<file path="src/rtl/ara_perf_window_monitor.sv">
// Ara vector-window performance monitor: runtime and event counters, captured
// into snapshot registers each time a dispatched window drains back to idle.
module ara_perf_window_monitor #(
    parameter int unsigned NrEvents = 4,
    parameter int unsigned CntWidth = 64,
    parameter bit          Saturate = 1'b1
) (
    input  logic                         clk_i,
    input  logic                         rst_ni,
    input  logic                         sw_en_i,
    input  logic                         vinsn_valid_i,
    input  logic                         ara_idle_i,
    input  logic [NrEvents-1:0]          events_i,
    input  logic                         clear_i,
    output logic [CntWidth-1:0]          runtime_o,
    output logic [NrEvents*CntWidth-1:0] event_snap_o,
    output logic                         snap_valid_o,
    output logic [15:0]                  snap_cnt_o,
    output logic [NrEvents:0]            ovf_o,
    output logic                         counting_o
);

    typedef enum logic [1:0] {IDLE, RUN, DRAIN} state_t;

    state_t                            state, state_next;
    logic [CntWidth-1:0]               runtime_cnt, runtime_snap;
    logic [NrEvents-1:0][CntWidth-1:0] event_cnt, event_snap;
    logic                              pending, snap, snap_valid, counting;
    logic [15:0]                       snap_cnt;
    logic [NrEvents:0]                 ovf;

    function automatic logic [CntWidth-1:0] bump(input logic [CntWidth-1:0] value);
        if (Saturate && value == '1) return value;
        return value + CntWidth'(1);
    endfunction

    always_comb begin
        state_next = state;
        case (state)
            IDLE:    if (vinsn_valid_i && sw_en_i) state_next = RUN;
            RUN:     if (!sw_en_i) state_next = ara_idle_i ? IDLE : DRAIN;
            DRAIN: begin
                if (sw_en_i)         state_next = RUN;
                else if (ara_idle_i) state_next = IDLE;
            end
            default: state_next = IDLE;
        endcase
    end

    assign counting = (state != IDLE);
    // A window closes on the first idle cycle with no new request behind it.
    assign snap     = pending && ara_idle_i && !vinsn_valid_i;

    always_ff @(posedge clk_i or negedge rst_ni) begin
        if (!rst_ni) begin
            state        <= IDLE;
            pending      <= 1'b0;
            snap_valid   <= 1'b0;
            snap_cnt     <= '0;
            runtime_snap <= '0;
            event_snap   <= '0;
        end else if (clear_i) begin
            state        <= IDLE;
            pending      <= 1'b0;
            snap_valid   <= 1'b0;
            snap_cnt     <= '0;
            runtime_snap <= '0;
            event_snap   <= '0;
        end else begin
            state      <= state_next;
            snap_valid <= snap;
            if (snap) begin
                pending      <= 1'b0;
                snap_cnt     <= snap_cnt + 16'd1;
                runtime_snap <= runtime_cnt;
                event_snap   <= event_cnt;
            end else if (vinsn_valid_i) begin
                pending <= 1'b1;
            end
        end
    end

    always_ff @(posedge clk_i or negedge rst_ni) begin
        if (!rst_ni) begin
            runtime_cnt <= '0;
            event_cnt   <= '0;
            ovf         <= '0;
        end else if (clear_i) begin
            runtime_cnt <= '0;
            event_cnt   <= '0;
            ovf         <= '0;
        end else if (counting) begin
            runtime_cnt <= bump(runtime_cnt);
            if (runtime_cnt == '1) ovf[0] <= 1'b1;
            for (int unsigned k = 0; k < NrEvents; k++) begin
                if (events_i[k]) begin
                    event_cnt[k] <= bump(event_cnt[k]);
                    if (event_cnt[k] == '1) ovf[k+1] <= 1'b1;
                end
            end
        end
    end

    assign runtime_o    = runtime_snap;
    assign event_snap_o = event_snap;
    assign snap_valid_o = snap_valid;
    assign snap_cnt_o   = snap_cnt;
    assign ovf_o        = ovf;
    assign counting_o   = counting;

endmodule

</file>
<file path="config.mk">
export PLATFORM = sky130hd
export DESIGN_NAME = ara_perf_window_monitor
export DESIGN_NICKNAME = d
export VERILOG_FILES = /design/src/rtl/ara_perf_window_monitor.sv
export SDC_FILE = /design/constraint.sdc
export NUM_CORES = 1
export LEC_CHECK = 0
export BUFFER_PORTS_ARGS = -buffer_cell sky130_fd_sc_hd__buf_2
export CAP_MARGIN = 10
export CORE_ASPECT_RATIO = 0.75
export CORE_MARGIN = 1.5
export CORE_UTILIZATION = 63
export DETAILED_ROUTE_END_ITERATION = 10
export GPL_ROUTABILITY_DRIVEN = 0
export PLACE_DENSITY = 0.89
export SLEW_MARGIN = 20
export SYNTH_ARGS = -nofsm -noshare
export SYNTH_HDL_FRONTEND = slang
export SYNTH_SLANG_ARGS = --single-unit
</file>
<file path="constraint.sdc">
create_clock -name clk_i -period 5.8 [get_ports clk_i]
set_clock_uncertainty 0.15 [all_clocks]
set_input_delay 1.16 -clock clk_i [delete_from_list [all_inputs] [get_ports clk_i]]
set_output_delay 1.16 -clock clk_i [all_outputs]
set_load 0.005 [all_outputs]
</file>
# [After elaboration in Yosys (flattened, before gate mapping)]
# Index checks and enable logic that the tools add are counted.
# W data, S select, Z words.
[totals] mem_count=0 latch_bits=0 wordCells=129 romBits=0 in_bits=10 output_inout_bits=343 ram_bits=0 regBits=665
[classes] bitwise=0 magnitude_cmp=0 div_mod_pow=0 add_sub_neg=6 shift=0 n_eq_ne=15 n_mux=60 n_reduce_logical=29 mul=0
[op_table] op="$mux W256" count=4
[op_table] op="$mux W64" count=13
[op_table] op="$add A64 B1 Y64 const B" count=5
[op_table] op="$eq A64 B64 Y1 const B" count=5
[op_table] op="$mux W1" count=32
[op_table] op="$mux W16" count=2
[op_table] op="$reduce_and A3 Y1" count=9
[op_table] op="$reduce_bool A2 Y1" count=12
[op_table] op="$ne A3 B3 Y1 const B" count=7
[op_table] op="$add A16 B1 Y16 const B" count=1
[op_table] op="$mux W2" count=6
[op_table] op="$mux W5" count=2
[op_table] op="$pmux W2 S3" count=1
[op_table] op="$ne A4 B4 Y1 const B" count=1
[op_table] op="$reduce_and A2 Y1" count=2
[op_table] op="$logic_and A1 B1 Y1" count=3
[op_table] op="$reduce_bool A3 Y1" count=1
[op_table] op="$eq A2 B1 Y1 const B" count=1
[op_table] op="$eq A2 B2 Y1 const B" count=1
[op_table] op="$logic_not A2 Y1" count=1
[op_table] op="$logic_not A1 Y1" count=1

# [Logic depth before layout (Yosys ltp)]
# Gate-level depths: netlist of run 1.
[depth] ltp_word=9 mapped_depth=11 ltp_nobuf=8

# [Least setup slack after synthesis of run 1]
# No wires, ideal clock.
[synth_timing] kind="input-to-reg" startpoint="input events_i[0]" endpoint="register event_cnt[46] in the netlist's numbering" slack_ns=3.066 n_path_buf=2 stages=8 setup_ns=0.132 required_time_ns=5.518 arrival_time_ns=2.452 path_cell_list="and2_1 clkbuf_1 and3_1 o21ai_0 clkbuf_1 nor4b_1 xnor2_1 nor2_1"
[synth_via] elab_chain_cells=2
[synth_rtl] element="start: declaration" line_no="13" rtl="input logic [NrEvents-1:0] events_i,"
[synth_rtl] element="$reduce_bool A2 Y1 (no line)"
[synth_rtl] element="$reduce_and A3 Y1 (no line)"
[synth_rtl] element="end signal: indexed assignment" line_no="97" rtl="event_cnt[k] <= bump(event_cnt[k]);"
[synth_rtl] element="end: declaration" line_no="27" rtl="logic [NrEvents-1:0][CntWidth-1:0] event_cnt, event_snap;"
# No other way between the ends.
# A chain may end at the register's enable or synchronous reset.

# [Worst setup path after layout of run 1]
[layout_timing] startpoint="register event_cnt[128] in the netlist's numbering" endpoint="register event_cnt[191] in the netlist's numbering"
[layout_via] elab_chain_cells=7 word_cells_on_any_way=12 classes_between="add/sub: 1; eq/ne: 2; mux: 8; reduce/logical: 1"
[layout_rtl] element="branches (longest 7 deep; another with $add A64 B1 Y64)"
# Parallel ways; which one is timed is not known. The select of a mux whose other input is x is not followed.

==> results of run 1 <==
routing by layer:
metal	share of wire	GRT usage
met4	0.049	0.154
met2	0.46	0.486
met3	0.086	0.0628
met1	0.41	0.460
met5	0	0
per-stage QoR:
stage | utilization | hold WS (ns) | power [mW] | worst slack (ns) | instances
after global routing | 0.721 | 0.379 | 9.27 | 2.06 | 4400
after floorplan | - | 0.335 | 4.87 | 3.07 | 3470
after detailed placement | 0.679 | 0.344 | 5.01 | 2.09 | 4286
final | 0.721 | 0.355 | 9.00 | 2.18 | 4400
after CTS | 0.720 | 0.361 | 9.06 | 2.27 | 4399
after global placement | 0.679 | 0.347 | 5.01 | 2.19 | 4286
sequential cells by signal (all words and copies together), names as in the netlist:
| signal | flops |
|---|---|
| event_snap_o | 256 |
| runtime_o | 64 |
| ovf_o | 5 |
| event_cnt | 256 |
| pending | 1 |
| runtime_cnt | 64 |
| snap_cnt_o | 16 |
| state | 2 |
| snap_valid_o | 1 |
where the power goes:
part	total [mW]	leakage (nW)	switching, mW	internal [mW]
logic	0.270	4.88	0.241	0.0285
registers	4.65	9.29	0.00651	4.64
clock network	4.08	1.00	1.80	2.28
total	9.00	15.2	2.05	6.95
synthesized netlist by cell type (8+ instances only):
cell type  count
or3_1         44
and2_1        24
o21ai_0       39
xor2_1       121
xnor2_1      163
a21oi_1      374
nor4_1        74
buf_2         23
nand4_1      142
and3_1        50
nor2_1       360
nand2_1      796
inv_1         22
and4_1        26
or4_1          8
dfrtp_1      665
nand3_1      148
nor3_1       113
clkbuf_1     169
worst reg2reg max path, cell delays in order (launching register included):
cell and delay, ns:
dfrtp_1 0.43, ha_1 0.31, and2_1 0.17, and4_1 0.32, nand4_1 0.31, o31a_1 0.77, nand4_1 0.41, nor3_1 0.30
mux2_2 0.35
kinds of logic after synthesis:
| logic type | synth area share |
|---|---|
| AO/OA/AOI/OAI | 0.0723 |
| AND/OR/NAND/NOR | 0.278 |
| buffers and inverters | 0.0297 |
| flip-flops | 0.536 |
| XOR/XNOR | 0.0802 |
| adder cells (fa/ha/maj) | 0.00242 |
| multiplexers | 0.00145 |
layout make-up:
type                            count  area (um^2)  share of cell area
Sequential cell                   665        16600               0.474
Multi-Input combinational cell   2578        13500               0.384
Tap cell                          648          811              0.0231
Clock buffer                       82         1740              0.0495
Antenna cell                        1         2.50           0.0000713
Clock inverter                     31          289             0.00824
Inverter                           22         82.6             0.00235
Timing Repair Buffer              373         2040              0.0581
path summary, 6_finish.rpt:
| check | slack [ns] | depth (start not counted) | endpoint | start |
|---|---|---|---|---|
| min in group asynchronous | 0.39 | 1 | event_cnt[222]$_DFFE_PN0P_ | rst_ni |
| min | 0.36 | 2 | ovf_o[3]$_DFFE_PN0P_ | ovf_o[3]$_DFFE_PN0P_ |
| max reg2reg | 2.18 | 8 | event_cnt[191]$_DFFE_PN0P_ | event_cnt[128]$_DFFE_PN0P_ |
| max | 2.18 | 8 | event_cnt[191]$_DFFE_PN0P_ | event_cnt[128]$_DFFE_PN0P_ |
| min reg2reg | 0.36 | 2 | ovf_o[3]$_DFFE_PN0P_ | ovf_o[3]$_DFFE_PN0P_ |
| max in group asynchronous | 3.74 | 2 | event_snap_o[48]$_DFFE_PN0N_ | rst_ni |
==> results.py, run 1 <==
metrics = {
    "die": {
        "start_util": 0.637,
        "fp.coreArea_mm2": 0.0487,
        "fp.dieH_um": 195,
        "fp.dieArea_mm2": 0.0506,
        "ios": 353,
        "row_count": 70,
        "die_w_um": 259,
    },
    "clock_network": {
        "cts_tree": "yes",
        "clock-sinks": 665,
        "cts.path.max_buffers": 3,
        "ctsHoldBuffers": 0,
        "cts_buffers": 61,
        "clk_pin_slew_ns": 0.07,
        "htreeDepth": 2,
        "post_cts_resized": 0,
        "clkLatencyLatePin_ns": 0.63,
        "postCtsSetupBuffers": 0,
        "root_buffer": "clkbuf_16",
    },
    "worst_setup_path": {
        "worst-path-buf-inv": 0,
        "required_ns": 6.18,
        "path_cells": "ha_1, and2_1, and4_1, nand4_1, o31a_1, nand4_1, nor3_1, mux2_2",
        "crit_type": "flip-flop to flip-flop",
        "cp_max_fo": 22,
        "cp_common_cell": "nand4_1",
        "slowest_delay_ns": 0.77,
        "cp_top_family": "simple AND/OR/NAND/NOR gates",
        "arrival_ns": 4.00,
        "worst_setup_path_start_kind": "flip-flop",
        "slowest_stage": "o31a_1",
        "cp-end-kind": "flip-flop",
    },
    "timing": {
        "grt_setup_unrepaired": "no",
        "max_freq_ghz": 0.276,
        "slew_viol_final": 0,
        "finalHoldViolCount": 0,
        "slew_headroom": 0.218,
        "period_minus_slack_ns": 3.62,
        "setup_viol": 0,
        "worstMarginPinSlew_ns": 1.17,
        "tns_ns": 0,
        "period_share": 0.624,
    },
    "synth": {
        "synthFlopType": "dfrtp_1",
        "netlist.top_cell.by_area": "dfrtp_1",
        "synth_edf_count": 0,
        "avgSynthCellArea_um2": 8.94,
        "async_reset_ff_frac": 1.00,
        "syn_area_mm2": 0.0310,
        "ys_seq_elements": 665,
        "syn_inst": 3470,
        "seq_area_frac_synth": 0.536,
        "synth.top_cell.area_share": 0.536,
        "ys_types": 68,
        "ys_warn_count": 0,
        "synth_fp_nets": 3486,
        "synthTopCellsByArea": "dfrtp_1 (54%), nand2_1 (9.6%), a21oi_1 (6.0%)",
    },
    "final_layout": {
        "most-common-layout-cells": "nand2_1 (796), dfrtp_1 (665), a21oi_1 (374)",
        "layout_commonest_cell": "nand2_1",
        "final.fill_count": 3555,
        "area_delta_synth_final_pct": 13.1,
        "finalInstanceArea_mm2": 0.0351,
        "drive_gt1_frac": 0.139,
        "layout.nets": 3717,
    },
    "global_routing": {
        "grt_pass1_wl_mm": 134,
        "gr-total-overflow": 0,
        "grt_pass1_vias": 25500,
        "grt_max_degree": 244,
        "antenna_found_initial": 1,
        "grt.total_usage": 0.325,
    },
    "pwr": {
        "peakVddDrop_v": 0.000243,
        "power.density_mw_per_mm2": 257,
        "p_leak_nw": 15.2,
    },
    "status": {
        "status": "completed",
    },
    "placed_design": {
        "place_area_mm2": 0.0331,
        "dpl.hpwl_mm": 52.6,
        "portBuffers": 352,
    },
    "route": {
        "drtIter0Drc": 3199,
        "drtPass1Iterations": 6,
        "num_vias": 27100,
        "wirelength_mm": 82.3,
        "remaining_drc_errors": 0,
        "wl_per_cell_um": 18.7,
        "ant_nets": 0,
        "vias_per_cell": 6.16,
    },
    "worst_hold_path": {
        "hp-class": "flip-flop to flip-flop",
    },
    "run": {
        "maxCapViolations": 0,
    },
}
No activity file was read; power rests on OpenSTA's default activity.
==> run 2: changes to the inputs <==
--- a/config.mk
+++ b/config.mk
@@ -9,10 +9,10 @@
 export CAP_MARGIN = 10
 export CORE_ASPECT_RATIO = 0.75
 export CORE_MARGIN = 1.5
-export CORE_UTILIZATION = 63
+export CORE_UTILIZATION = 53
 export DETAILED_ROUTE_END_ITERATION = 10
 export GPL_ROUTABILITY_DRIVEN = 0
-export PLACE_DENSITY = 0.89
+export PLACE_DENSITY = 0.8
 export SLEW_MARGIN = 20
 export SYNTH_ARGS = -nofsm -noshare
 export SYNTH_HDL_FRONTEND = slang
==> constraint.sdc (replaced) <==
create_clock -name clk_i -period 3.25 [get_ports clk_i]
set_clock_uncertainty 0.15 [all_clocks]
set_input_delay 0.65 -clock clk_i [delete_from_list [all_inputs] [get_ports clk_i]]
set_output_delay 0.65 -clock clk_i [all_outputs]
set_load 0.005 [all_outputs]
==> results.py, run 2 (synthesized netlist as in run 1, its figures left out) <==
metrics = {
    "route": {
        "remaining_drc_errors": 0,
        "num_vias": 26700,
        "wl_per_cell_um": 18.0,
        "wirelength_mm": 83.0,
        "drtPass1Iterations": 6,
        "vias_per_cell": 5.79,
        "drtIter0Drc": 2766,
        "ant_nets": 0,
    },
    "die": {
        "row_count": 76,
        "fp.coreArea_mm2": 0.0576,
        "fp.dieArea_mm2": 0.0600,
        "ios": 353,
        "start_util": 0.538,
        "die_w_um": 282,
        "fp.dieH_um": 213,
    },
    "worst_setup_path": {
        "required_ns": 3.57,
        "worstReg2RegStart": "state[0]$_DFFE_PN0P_",
        "r2r-end": "event_cnt[191]$_DFFE_PN0P_",
        "crit_type": "flip-flop to flip-flop",
        "slowest_delay_ns": 0.48,
        "path_cells": "nor2_1, inv_1, and2_0, o31a_1, nand4_1, nor3_1, mux2_2",
        "worst_setup_path_start_kind": "flip-flop",
        "r2r_slack_ns": 0.29,
        "arrival_ns": 3.28,
        "cp_max_fo": 6,
        "cp-end-kind": "flip-flop",
        "ff2ff_path_depth": 7,
        "slowest_stage": "inv_1",
    },
    "final_layout": {
        "layout_commonest_cell": "nand2_1",
        "area_delta_synth_final_pct": 16.6,
        "most-common-layout-cells": "nand2_1 (796), dfrtp_1 (665), a21oi_1 (374)",
        "antenna_cells": 0,
        "drive_gt1_frac": 0.155,
        "fin_cells": 4608,
        "final.fill_count": 4759,
        "layout.nets": 3801,
        "multiInputGateArea_mm2": 0.0135,
        "fin_util": 0.628,
        "seq_area_mm2": 0.0166,
    },
    "global_routing": {
        "grt_max_degree": 125,
        "antenna_found_initial": 1,
        "gr-total-overflow": 0,
        "grt.total_usage": 0.276,
        "grt_pass1_vias": 25100,
        "grt_pass1_wl_mm": 134,
    },
    "timing": {
        "slew_headroom": 0.306,
        "period_minus_slack_ns": 2.96,
        "max_freq_ghz": 0.338,
        "slew_viol_final": 0,
        "grt_setup_unrepaired": "no",
        "worstMarginPinSlew_ns": 1.04,
        "tns_ns": 0,
        "holdWs_ns": 0.0948,
        "period_share": 0.911,
        "finalHoldViolCount": 0,
        "setup_viol": 0,
    },
    "placed_design": {
        "dpl.hpwl_mm": 56.6,
        "dp.cells": 4495,
        "portBuffers": 352,
    },
    "pwr": {
        "total_power_mw": 16.7,
        "peakVddDrop_v": 0.000531,
        "p_leak_nw": 15.7,
        "power.density_mw_per_mm2": 462,
    },
    "worst_hold_path": {
        "min_from": "sw_en_i",
        "whs_path_depth": 2,
        "holdPathEnd": "state[1]$_DFFE_PN0P_",
        "hp-class": "input pin to flip-flop",
    },
    "clock_network": {
        "htreeDepth": 3,
        "root_buffer": "clkbuf_16",
        "cts_tree": "yes",
        "clock-sinks": 665,
        "post_cts_resized": 0,
        "cts_buffers": 67,
        "cts.path.max_buffers": 3,
        "clk_pin_slew_ns": 0.06,
        "clkLatencyLatePin_ns": 0.60,
    },
    "status": {
        "status": "completed",
    },
    "run": {
        "maxCapViolations": 0,
    },
}
-- run 2: cell count changes in the layout (fill, tap and decap cells not counted), sizes merged --
cell         change
clkbuf           +8
buf             +77
diode            -1
dlygate4sd3      +1
bufinv           +1
inv              +1
clkinv           -7
clkinvlp         -4
-- run 2: how the worst max path moves through the flow --
stage	start	endpoint	slack, ns	depth (start not counted)
floorplan	event_cnt[192]$_DFFE_PN0P_	event_cnt[208]$_DFFE_PN0P_	0.74	11
global placement	event_cnt[44]$_DFFE_PN0P_	event_cnt[2]$_DFFE_PN0P_	0.45	7
detailed placement	state[0]$_DFFE_PN0P_	event_cnt[191]$_DFFE_PN0P_	0.35	7
CTS	state[0]$_DFFE_PN0P_	counting_o	0.29	3
global route	runtime_cnt[0]$_DFFE_PN0P_	runtime_cnt[46]$_DFFE_PN0P_	0.09	9
finish	state[0]$_DFFE_PN0P_	event_cnt[191]$_DFFE_PN0P_	0.29	7
-- run 2: timing repair --
item | in CTS | in global routing
endpoints found under the hold margin | 54 | 0
setup buffers | 0 | 0
hold buffers | 1 | 0
-- run 2: cell type report --
type / count / area share
multi-input combinational: 2578 / 0.373
clock inverter: 22 / 0.00705
inverter: 22 / 0.00228
clock buffer: 90 / 0.0535
tap: 780 / 0.0270
timing repair buffer: 451 / 0.0778
sequential: 665 / 0.460
-- run 2: critical path, delay by kind of cell (launching register included) --
kind            cells  cell delay [ns]
simple gates        4             1.18
buf+inv             1             0.48
flops               1             0.38
mux                 1             0.36
compound gates      1             0.28
-- run 2: where the power goes --
group          switching, mW  internal [mW]
Clock                   3.27           4.57
Combinational          0.452          0.104
Sequential            0.0109           8.29
Total                   3.74           13.0
-- run 2: through the flow --
step                setup slack (ns)  instance area [um^2]
global route                  0.0890                 36200
CTS                            0.289                 36200
global placement               0.452                 34000
detailed placement             0.348                 34000
finish                         0.291                 36200
floorplan                      0.744                 31000
-- run 2: metal layers --
| layer | GRT usage | part of all wire |
|---|---|---|
| met1 | 0.402 | 0.44 |
| met2 | 0.414 | 0.45 |
| met3 | 0.0501 | 0.075 |
| met4 | 0.0981 | 0.031 |
| met5 | 0 | 0.00016 |
